===== src/rtl/pipeline_hazard_ctrl.sv =====
// Stall/flush sequencer for the 5-stage pipeline: load-use, taken-branch squash,
// multi-cycle data-memory waits, halt freeze, plus a saturating stall-cycle counter.
module pipeline_hazard_ctrl #(
  parameter int MEM_LAT = 3,
  parameter int CNT_W   = 16
) (
  input  logic             clk,
  input  logic             rst_n,
  input  logic [3:0]       id_rs_addr,
  input  logic [3:0]       id_rt_addr,
  input  logic             id_uses_rs,
  input  logic             id_uses_rt,
  input  logic [3:0]       ex_dst_addr,
  input  logic             ex_is_load,
  input  logic             br_taken_ex,
  input  logic             mem_access,
  input  logic             hlt_wb,
  output logic             pc_stall,
  output logic             stall_if_id,
  output logic             stall_id_ex,
  output logic             stall_ex_mem,
  output logic             stall_mem_wb,
  output logic             flush_if_id,
  output logic             flush_id_ex,
  output logic             halted,
  output logic [CNT_W-1:0] stall_cnt
);

  typedef enum logic [1:0] {RUN, MEM_WAIT, HALTED} state_t;

  localparam bit HAS_MEM = (MEM_LAT > 0);
  localparam int WAIT_W  = (MEM_LAT > 2) ? $clog2(MEM_LAT) : 1;
  // The access cycle in RUN is the first stall cycle, so MEM_WAIT covers the remaining ones.
  localparam logic [WAIT_W-1:0] WAIT_LOAD = HAS_MEM ? WAIT_W'(MEM_LAT - 1) : '0;

  state_t            r_state;
  state_t            w_next_state;
  logic [WAIT_W-1:0] r_wait_cnt;
  logic [WAIT_W-1:0] w_next_wait_cnt;
  logic [CNT_W-1:0]  r_stall_cnt;

  logic w_load_use;
  logic w_stall_all;
  logic w_lu_stall;
  logic w_flush_if_id;
  logic w_flush_id_ex;
  logic w_pc_stall;

  assign w_load_use = ex_is_load && (ex_dst_addr != 4'd0) &&
                      ((id_uses_rs && (id_rs_addr == ex_dst_addr)) ||
                       (id_uses_rt && (id_rt_addr == ex_dst_addr)));

  // NOTE: every always_comb output gets a default first so no path can infer a latch.
  always_comb begin
    w_next_state    = r_state;
    w_next_wait_cnt = r_wait_cnt;
    w_stall_all     = 1'b0;
    w_lu_stall      = 1'b0;
    w_flush_if_id   = 1'b0;
    w_flush_id_ex   = 1'b0;
    if (r_state == HALTED) begin
      w_stall_all = 1'b1;
    end else if (hlt_wb) begin
      w_stall_all  = 1'b1;
      w_next_state = HALTED;
    end else if ((r_state == MEM_WAIT) && (r_wait_cnt != '0)) begin
      w_stall_all     = 1'b1;
      w_next_wait_cnt = r_wait_cnt - WAIT_W'(1);
    end else if ((r_state == RUN) && HAS_MEM && mem_access) begin
      w_stall_all     = 1'b1;
      w_next_state    = MEM_WAIT;
      w_next_wait_cnt = WAIT_LOAD;
    end else begin
      // RUN, or the MEM_WAIT release cycle: branch squash outranks the load-use bubble.
      w_next_state = RUN;
      if (br_taken_ex) begin
        w_flush_if_id = 1'b1;
        w_flush_id_ex = 1'b1;
      end else if (w_load_use) begin
        w_lu_stall    = 1'b1;
        w_flush_id_ex = 1'b1;
      end
    end
  end

  assign w_pc_stall = w_stall_all | w_lu_stall;

  // NOTE: controls are masked by rst_n so the banks see no stall/flush while reset is held.
  assign pc_stall     = rst_n & w_pc_stall;
  assign stall_if_id  = rst_n & w_pc_stall;
  assign stall_id_ex  = rst_n & w_stall_all;
  assign stall_ex_mem = rst_n & w_stall_all;
  assign stall_mem_wb = rst_n & w_stall_all;
  assign flush_if_id  = rst_n & w_flush_if_id;
  assign flush_id_ex  = rst_n & w_flush_id_ex;
  assign halted       = (r_state == HALTED);
  assign stall_cnt    = r_stall_cnt;

  // NOTE: sequential state uses non-blocking assignments and the asynchronous active-low reset.
  always_ff @(posedge clk or negedge rst_n) begin
    if (!rst_n) begin
      r_state     <= RUN;
      r_wait_cnt  <= '0;
      r_stall_cnt <= '0;
    end else begin
      r_state    <= w_next_state;
      r_wait_cnt <= w_next_wait_cnt;
      if (w_pc_stall && (r_state != HALTED) && (r_stall_cnt != '1)) begin
        r_stall_cnt <= r_stall_cnt + CNT_W'(1);
      end
    end
  end

endmodule


===== config.mk =====
export PLATFORM = sky130hd
export DESIGN_NAME = pipeline_hazard_ctrl
export DESIGN_NICKNAME = d
export VERILOG_FILES = /design/src/rtl/pipeline_hazard_ctrl.sv
export SDC_FILE = /design/constraint.sdc
export NUM_CORES = 1
export LEC_CHECK = 0
export CORE_AREA = 8 8 54 74
export DETAILED_ROUTE_END_ITERATION = 10
export DIE_AREA = 0 0 62 82
export GPL_TIMING_DRIVEN = 0
export PLACE_DENSITY = 0.76
export SLEW_MARGIN = 25
export SYNTH_ARGS = -nofsm -noshare
export SYNTH_HDL_FRONTEND = slang
export SYNTH_SLANG_ARGS = --single-unit

===== constraint.sdc =====
create_clock -name clk -period 2.2 [get_ports clk]
set_input_delay 0.33 -clock clk [delete_from_list [all_inputs] [get_ports clk]]
set_output_delay 0.33 -clock clk [all_outputs]
set_load 0.05 [all_outputs]

==> results.md <==
- CP required: 1870 ps
- Syn Inst Count: 117
- Nets: 191
- Syn_nets: 139
- Maxcap violations: 0
- Reg2Reg Setup Slack: 200 ps
- Drt via density: 4.88
- Final Hold Viols: 0
- Clk pin slew, worst setup/hold paths: 70 ps
- CP startpoint kind: input pin
- RePlAce Congestion: 0.825
- Fin crit period: 2160 ps
- HP Class: input pin to asynchronous set/reset pin
- CTS Root Buffer Type: clkbuf_8
- I/O Buffers: 43
- Sequential Area: 503 um^2
- Vias post-DR: 1,011
- Drt pass-1 iters: 4
- WL final: 3060 um
- Fmax: 464 MHz
- Final setup fails: 0
- YS warnings: 0
- Global-route wire length before repair: 4920 um
- DP HPWL: 2410 um
- Fin. max-slew vios: 0
- Initial DRC Count: 20
- Die Wd: 62 um
- Drt drc: 0
- Total track usage: 12.7%
- Antenna violations before repair: 0
- Leak Pwr: 0.000822 uW
- DP Area: 1700 um^2
- Die Height: 82 um
- Final TNS setup: 0 ps
- Drt wl/cell: 14.8 um
- Hold Buf Count CTS: 0
- Buffer depth of the longest clock path: 2
- Clock insertion delay at the later pin of the skew report: 250 ps
- Syn Area/Cell: 10.4 um^2
- Register bit count reported by yosys: 20
- Clock Sink Count: 20
- Slew @ Worst Pin: 559 ps
- Final Cell Area: 1860 um^2
- CTS tree: done
- Number of global-route vias before repair: 1,104
- Worst r2r src: r_state[0]$_DFFE_PN0P_
- Filler cell count: 243
- ANT nets after route: 0
- Area Overhead vs Synth: 52.4%
- Setup CP Type: input pin to output port
- Slew margin rel.: 62.7%
- Register area share after synthesis: 41.1%
- Max VDD drop: 379 uV
- Core ar.: 2970 um^2
- Largest net degree at the start of global routing: 24
- Run status: finished, final reports clean
- Power density over cell area: 546 nW/um^2
- CP Launch Point: mem_access
- FP Rows: 24
- Period utilization: 98.0%
- Number of diodes: 0
- Most used DFF post-synth: dfrtp_1
- Crit. End Element: output port
- Crit Path Max Fanout: 3
- Clock Skew: 2.41 ps
- H-Tree Depth: 1
- Layout cell share with drive strength beyond 1: 27.4%
- Starting Density: 41.0%
- EDFF count, synth: 0
- Synth async-reset ratio: 100%
- Overall die area: 5080 um^2
- Critical path arrival: 1830 ps
- Number of distinct library cells after synthesis: 36
- Gr ovfl total: 0
- Io pins: 44
- Total clock buffers created by CTS: 3
- Area of the multi-input gates: 736 um^2
- Cell Area, Synth: 1220 um^2
metal layers:
layer	track usage (%)	vias to the layer above	part of all wire (%)
met5	0	-	0
met4	4.58	0	0.59
met3	2.35	2	3.6
met2	23.9	19	59
met1	13.3	494	37
li1	-	496	-
cell families after synthesis:
family	Yosys count	synth area share, %
xor gates and xnor gates	23	16.5
muxes	2	1.75
and+or+nand+nor	45	23.2
AOI/OAI and AO/OA	14	10.4
DFF	20	41.1
adders and majority gates	2	2.06
buffers and inverters	11	4.93
power by group:
part / leakage (uW) / switching [uW] / internal (uW)
clock: 0.0000288 / 118 / 159
combinational: 0.000543 / 189 / 121
sequential: 0.000251 / 33.1 / 393
sequential cells by signal, indices dropped and copies added (netlist names):
name	cells
stall_cnt	16
r_state	2
r_wait_cnt	2
layout by cell type (no fill, tap or decap), types with 2 or more instances in the layout:
master,instances
clkbuf_4,2
xnor2_1,5
inv_1,4
dfrtp_1,18
o21ai_0,2
nor2_1,9
xor2_1,12
dlygate4sd2_1,5
nor4_4,3
nor3_1,2
a21oi_1,2
clkbuf_8,4
nor4_1,5
clkdlybuf4s15_2,2
buf_4,8
nor3_2,2
dfrtp_2,2
nand3_1,4
nand2_1,11
inv_2,3
clkdlybuf4s50_1,28
buf_6,2
xor2_2,6
per-stage QoR:
| step | power (uW) | utilization (%) | hold WS (ps) | cells | setup slack, ps |
|---|---|---|---|---|---|
| after floorplan | 601 | - | 34.4 | 117 | 9.50 |
| after global placement | 718 | 57.2 | 480 | 199 | -859 |
| after detailed placement | 732 | 57.2 | 488 | 199 | -903 |
| after CTS | 1010 | 60.9 | 168 | 206 | 15.9 |
| after global routing | 1060 | 62.4 | 186 | 207 | -5.23 |
| final | 1010 | 62.4 | 149 | 207 | 44.7 |
final cells by class:
type	instances	area share [%]
sequential	20	27.1
timing repair buffer	47	24.2
inverter	7	1.42
buffer	4	2.02
tap	39	2.63
clock buffer	4	2.97
multi-input combinational	86	39.6
critical path, stage by stage:
cell and delay [ps]:
clkdlybuf4s50_1 410, or3_1 350, a21oi_4 180, inv_2 80
o21a_1 210, buf_6 120, buf_8 140
worst paths after layout:
| kind | endpoint | depth (start not counted) |
|---|---|---|
| min | stall_cnt[15]$_DFFE_PN0P_ | 1 |
| max | stall_if_id | 7 |
| min reg2reg | stall_cnt[13]$_DFFE_PN0P_ | 1 |
| max in group asynchronous | stall_cnt[5]$_DFFE_PN0P_ | 1 |
| min in group clk | stall_cnt[13]$_DFFE_PN0P_ | 1 |
| max reg2reg | stall_cnt[1]$_DFFE_PN0P_ | 6 |
synthesized netlist by cell type, types with 3 or more instances:
master | instances | area (um^2)
buf_4 | 3 | 22.5
dfrtp_1 | 20 | 500
inv_1 | 6 | 22.5
nand2_1 | 12 | 45.0
nand3_1 | 4 | 20.0
nor2_1 | 9 | 33.8
nor4_1 | 5 | 31.3
o21ai_0 | 3 | 15.0
xnor2_1 | 5 | 43.8
xor2_1 | 18 | 158
timing repair:
| item | CTS | global route |
|---|---|---|
| pin swaps | 7 | 7 |
| resized for setup | 53 | 11 |
| endpoints found under the setup margin | 7 | 5 |
| buffers inserted | 3 | 1 |
Note: power is estimated with default switching activity, not from simulation.
